**config.mk**
```make
export PLATFORM = sky130hd
export DESIGN_NAME = packet_serializer
export DESIGN_NICKNAME = d
export VERILOG_FILES = /design/src/rtl/pkt_pkg.sv /design/src/rtl/byte_sel.sv /design/src/rtl/packet_serializer.sv
export SDC_FILE = /design/constraint.sdc
export NUM_CORES = 1
export LEC_CHECK = 0
export BUFFER_PORTS_ARGS = -buffer_cell sky130_fd_sc_hd__buf_2
export CAP_MARGIN = 20
export CORE_AREA = 5 5 85 87
export DETAILED_ROUTE_END_ITERATION = 7
export DIE_AREA = 0 0 90 92
export GPL_TIMING_DRIVEN = 0
export PLACE_DENSITY = 0.74
export SYNTH_ARGS = -nofsm -noshare
export SYNTH_HDL_FRONTEND = slang
export SYNTH_HIERARCHICAL = 1
export SYNTH_SLANG_ARGS = --single-unit
```
**constraint.sdc**
```tcl
create_clock -name Clk_r -period 2.72 [get_ports Clk_r]
set_clock_uncertainty 0.15 [all_clocks]
set_input_delay 0.408 -clock Clk_r [delete_from_list [all_inputs] [get_ports Clk_r]]
set_output_delay 0.408 -clock Clk_r [all_outputs]
set_load 0.05 [all_outputs]
```
**src/rtl/pkt_pkg.sv**
```systemverilog
// rtl/pkt_pkg.sv - shared widths, state enum and final-byte index for packet_serializer (SERIALIZER_CHECKSUM_EN)
package pkt_pkg;

    localparam int PKT_W         = 32;
    localparam int BYTE_W        = 8;
    localparam int BYTES_PER_PKT = 4;
    localparam int CNT_W         = 16;
    localparam int IDX_W         = 3;

`ifdef SERIALIZER_CHECKSUM_EN
    // The XOR byte rides after the data bytes, so the packet ends one index later.
    localparam int LAST_IDX = BYTES_PER_PKT;
`else
    localparam int LAST_IDX = BYTES_PER_PKT - 1;
`endif

    typedef enum logic [1:0] {
        IDLE  = 2'd0,
        FETCH = 2'd1,
        SEND  = 2'd2
    } state_t;

endpackage

```
**src/rtl/byte_sel.sv**
```systemverilog
// rtl/byte_sel.sv - picks the byte at an index from a packet word; XOR byte at the extra index with SERIALIZER_CHECKSUM_EN
module byte_sel
    import pkt_pkg::*;
#(
    parameter bit MSB_FIRST = 1'b1
) (
    input  logic [PKT_W-1:0]  word,
    input  logic [IDX_W-1:0]  idx,
    output logic [BYTE_W-1:0] byte_out
);

    logic [IDX_W-1:0] lane;

    // Map the send index onto a byte lane of the word, then pick that lane.
    always_comb begin
        lane     = MSB_FIRST ? (IDX_W'(BYTES_PER_PKT - 1) - idx) : idx;
        byte_out = word[lane*BYTE_W +: BYTE_W];
`ifdef SERIALIZER_CHECKSUM_EN
        if (idx == IDX_W'(BYTES_PER_PKT)) begin
            byte_out = word[31:24] ^ word[23:16] ^ word[15:8] ^ word[7:0];
        end
`endif
    end

endmodule

```
**src/rtl/packet_serializer.sv**
```systemverilog
// rtl/packet_serializer.sv - pops 32-bit words from a queue and streams them as bytes; SERIALIZER_CHECKSUM_EN adds an XOR byte
module packet_serializer
    import pkt_pkg::*;
#(
    parameter bit MSB_FIRST = 1'b1
) (
    input  logic              Clk_r,
    input  logic              Rst_n,
    input  logic [PKT_W-1:0]  Packet_In,
    input  logic              Empty,
    output logic              Read_Ack,
    output logic [BYTE_W-1:0] Byte_Out,
    output logic              Byte_Valid,
    input  logic              Byte_Ready,
    output logic              Byte_Last,
    output logic [CNT_W-1:0]  Pkt_Count
);

    state_t            state;
    state_t            state_nxt;
    logic              armed;
    logic [PKT_W-1:0]  hold;
    logic [IDX_W-1:0]  idx;
    logic [CNT_W-1:0]  cnt;
    logic [BYTE_W-1:0] sel_byte;
    logic              is_last;
    logic              handshake;

    assign is_last   = (idx == IDX_W'(LAST_IDX));
    assign handshake = (state == SEND) && Byte_Ready;
    assign Pkt_Count = cnt;

    byte_sel #(
        .MSB_FIRST (MSB_FIRST)
    ) u_byte_sel (
        .word     (hold),
        .idx      (idx),
        .byte_out (sel_byte)
    );

    // State, captured word, byte index and packet counter; armed keeps the first fetch off the first edge after reset.
    always_ff @(posedge Clk_r or negedge Rst_n) begin
        if (!Rst_n) begin
            state <= IDLE;
            armed <= 1'b0;
            hold  <= '0;
            idx   <= '0;
            cnt   <= '0;
        end else begin
            state <= state_nxt;
            armed <= 1'b1;
            if (state == FETCH) begin
                hold <= Packet_In;
                idx  <= '0;
            end else if (handshake && !is_last) begin
                idx <= idx + 1'b1;
            end
            if (handshake && is_last) begin
                cnt <= cnt + 1'b1;
            end
        end
    end

    // Next state plus Moore outputs decoded from the registered state.
    always_comb begin
        state_nxt  = state;
        Read_Ack   = 1'b0;
        Byte_Valid = 1'b0;
        Byte_Last  = 1'b0;
        Byte_Out   = '0;
        case (state)
            IDLE: begin
                if (!Empty && armed) begin
                    state_nxt = FETCH;
                end
            end
            FETCH: begin
                Read_Ack  = 1'b1;
                state_nxt = SEND;
            end
            SEND: begin
                Byte_Valid = 1'b1;
                Byte_Last  = is_last;
                Byte_Out   = sel_byte;
                if (handshake && is_last) begin
                    state_nxt = Empty ? IDLE : FETCH;
                end
            end
            default: begin
                state_nxt = IDLE;
            end
        endcase
    end

endmodule

```
* After elaboration in Yosys (flattened, before gate mapping)
Cells that the tools add are included.
** Word-level totals
- Input bits :: 36
- Output and inout bits :: 27
- Memory bits (writable) :: 0
- Latch bits :: 0
- Register bits :: 54
- Word-level logic and storage cells :: 33
- Memories kept :: 0
- ROM bits :: 0
** Operators by class
- Shifts and indexed selects :: 1
- Multiply operators :: 0
- Equality and inequality tests :: 5
- Reduce and logical (&&, ||, !) cells :: 9
- Bitwise operators :: 0
- Order comparisons :: 0
- Multiplexer cells :: 10
- Div/mod/pow operators :: 0
- Add/subtract/negate cells :: 3
** Operator list (count)
- $shiftx A32 B7 Y8 :: 1
- $add A16 B1 Y16 const B :: 1
- $mux W8 :: 1
- $mux W3 :: 2
- $pmux W2 S3 :: 1
- $logic_and A1 B1 Y1 :: 4
- $mux W1 :: 4
- $mux W2 :: 2
- $add A3 B1 Y3 const B :: 1
- $eq A3 B2 Y1 const B :: 1
- $sub A2 B3 Y3 const A :: 1
- $eq A2 B1 Y1 const B :: 1
- $eq A2 B2 Y1 const B :: 1
- $logic_not A1 Y1 :: 2
- $logic_not A2 Y1 :: 1
- $ne A2 B1 Y1 const B :: 1
- $ne A2 B2 Y1 const B :: 1
- $reduce_and A2 Y1 :: 1
- $reduce_bool A2 Y1 :: 1

* Depth between registers and ports, before layout
- Word-level depth :: 5
- Mapped depth :: 6
- Depth with buffers taken out :: 6

* Hierarchy
The synthesis kept the hierarchy.
** By module, submodules not included
- packet_serializer :: seq. area each 1351.3 µm², times used 1, cells each 172, area an instance 2333.5 µm²
- byte_sel :: seq. area each 0.0 µm², times used 1, cells each 30, area an instance 262.8 µm²

* Least setup slack after synthesis
No wires, ideal clock.
- Kind :: reg-to-output
- From :: register state[0]
- To :: output port Byte_Out[0]
- Path buffers :: 2
- Setup slack :: 0.376 ns
- Arrival time :: 1.786 ns
- Data required time :: 2.162 ns
- Cell stages (with the launch flop) :: 5
- Cells stage by stage :: dfrtp_1 buf_2 nor2b_1 clkbuf_1 and2_1
** On the way
- Cells in the longest elaborated chain, start to end :: 2
** Ends and longest elaborated chain
- from (decl) :: line packet_serializer.sv:19 : state_t state;
- from (signal assigned) :: line packet_serializer.sv:50 : state <= state_nxt;
- $eq A2 B2 Y1 :: line packet_serializer.sv:71 : case (state)
- $mux W8 :: line packet_serializer.sv:71
- to (decl) :: line packet_serializer.sv:12 : output logic [BYTE_W-1:0] Byte_Out,
Every way passes these cells.

* Worst setup path in the final report
- From :: register state[0]
- To :: output port Byte_Last
** On the way
- Cells in the longest elaborated chain, start to end :: 2
** Ends and longest elaborated chain
- $eq A2 B2 Y1 :: line packet_serializer.sv:71
- $mux W1 :: line packet_serializer.sv:71
- to (decl) :: line packet_serializer.sv:15 : output logic Byte_Last,
Every way passes these cells.

==> metrics.cfg <==
[timing]
period_share=0.903
period_minus_slack_ns=2.46
hold_viol=0
rsz0062_at_grt=no
worst_slew_pin_slew_ns=0.544
slew_headroom=0.637
setup_slack_ns=0.264
drv_slew=0
fmax_mhz=407
fin_tns_setup_ns=0
setup_violations=0
whs_ns=0.0996

[synthesis]
netlist_instances=202
synth-main-ff-cell=dfrtp_1
seq_area_frac_synth=0.520
yosysTopAreaCellShare=0.520
async_flop_share=1.00
ys_warn_count=6
synth-edff-count=0
synth_cell_types=41
synthTopCellsByCount=dfrtp_1, mux2_2, mux2i_1
yosysTopAreaCell=dfrtp_1
netlist_area_sq_um=2600
synth_nets=241
synth.top_cells.by_area=dfrtp_1, mux2_2, mux2_1
synth_most_common_cell=dfrtp_1
ys_seq_elements=54
synthesis.area_per_instance_sq_um=12.9

[cells_and_area]
fillers=566
fin_cells=351
area_growth_pct=20.9
multi_input_area_sq_um=1160
drive_gt1_frac=0.391
final-seq-area_sq_um=1350
nets=312
num_antenna_cells=0

[routing]
drtIter0Drc=58
vias=1763
wl_per_cell_um=15.5
drc_errors=0
wirelength_mm=5.43
ant_nets=0
viasPerCell=5.02
dr.pass1.iters=4

[worst_setup_path]
cp_slowest_cell=dfrtp_1
endpoint_kind=primary output
r2r-start=idx[0]
setup.worst_path.class=flip-flop to primary output
cp_max_fo=10
worst_setup_path_start_kind=flip-flop
reg2reg_slack_ns=0.69
path_common_cell=buf_2
cp.arrival_ns=1.90
cp_slowest_stage_delay_ns=0.39
r2r-end=Pkt_Count[9]
reg2regPathDepth=6
critPathBufInv=3
crit_required_ns=2.16
crit_family=buffers and inverters
crit_chain=buf_2 -> nor2b_1 -> clkbuf_1 -> and2_2 -> buf_2

[clock_network]
cts_sinks=54
clock_path_buffers=2
cts_tree=yes
h-tree-depth=2
clkSlewWorstSetupHoldPaths_ns=0.09
cts_resized=0
cts_buffers=5
cts-root-buf=clkbuf_8
clk_latency_ns=0.30

[pwr]
power_leakage_nw=1.55
powerDensity_nw_per_um2=974
ir_worst_vdd_mv=0.647

[place]
gp_congestion=0.747
dp.cells=342
pre_cts_ws_ns=0.571
hpwlAfterDp_mm=4.03
portBuffers=62

[die]
dieArea_sq_um=8280
initial_core_util=0.414
row_count=29
die_h_um=92
num_io_pins=63
dieWidth_um=90
coreArea_sq_um=6280

[global_routing]
grt_max_degree=33
grt.total_usage=0.137
first_global_vias=1944
grt_pass1_wl_mm=9.42
antenna_found_initial=1
grt-ovfl-total=0

[run_status]
status=completed

[worst_hold_path]
holdPathStages=2
hold_end=state[0]
min_path_type=input port to flip-flop
hold_start=Empty

[job]
cap_violations=0

## timing repair
item	in CTS	in global routing
buffers inserted	0	0
hold endpoints to repair	22	0
hold buffers	1	0
## stage by stage
stage | cell area, sq um | total power [mW] | utilization
after floorplan | 2600 | 2.26 | -
after global placement | 3000 | 2.54 | 0.478
after detailed placement | 3020 | 2.60 | 0.482
after CTS | 3140 | 3.09 | 0.500
after global routing | 3140 | 3.26 | 0.500
final | 3140 | 3.06 | 0.500
## kinds of logic after synthesis
logic type	count (synthesis)	share of synthesized area
flops	54	0.520
mux	49	0.205
buf+inv	12	0.0328
xor+xnor	15	0.0506
simple gates	51	0.131
fa+ha+maj	3	0.0145
other cells	1	0.00144
compound gates	17	0.0443
## placed cells by master, fill, tap and decap left out, drive strengths merged, types with 4 or more instances in the layout
master  instances
xnor2           8
dfrtp          54
buf            72
nor3            6
nand3           5
nor2            4
xor2            7
clkbuf          9
mux2           33
mux2i          16
and2            9
o22ai           8
nand2          11
## flip-flops by register name, indices dropped and copies added (netlist names)
signal     count
Pkt_Count     16
armed          1
state          2
hold          32
idx            3
## worst max-delay path by stage
stage | cells past startpoint | from | endpoint | slack [ns]
CTS | 5 | state[0] | Byte_Last | 0.21
floorplan | 4 | state[0] | Byte_Out[0] | 0.38
finish | 5 | state[0] | Byte_Last | 0.26
global route | 5 | state[1] | Byte_Last | 0.1
detailed placement | 5 | state[1] | Byte_Last | 0.57
global placement | 5 | state[1] | Byte_Last | 0.58
## area by class of cell
type                    instances  share of cell area
well taps                      77              0.0307
clock inverters                 1             0.00279
multi-input cells             136               0.370
plain buffers                  11              0.0259
clock buffers                   7              0.0307
flip-flops and latches         54               0.431
inverters                       1             0.00120
repair buffers                 64               0.108
## per-layer routing
metal | up-vias | GRT usage | wire, um
li1 | 849 | - | -
met1 | 848 | 0.179 | 2540
met2 | 55 | 0.219 | 2430
met3 | 9 | 0.0499 | 399
met4 | 2 | 0.0335 | 52
met5 | - | 0 | 11
## power breakdown
| part | total [mW] | internal, mW | switching [mW] | leakage, nW |
|---|---|---|---|---|
| clock network | 0.495 | 0.234 | 0.261 | 0.0544 |
| registers | 1.25 | 1.09 | 0.165 | 0.680 |
| logic | 1.31 | 0.561 | 0.750 | 0.813 |
| total | 3.06 | 1.88 | 1.18 | 1.55 |
Note: power is estimated with default switching activity, not from simulation.
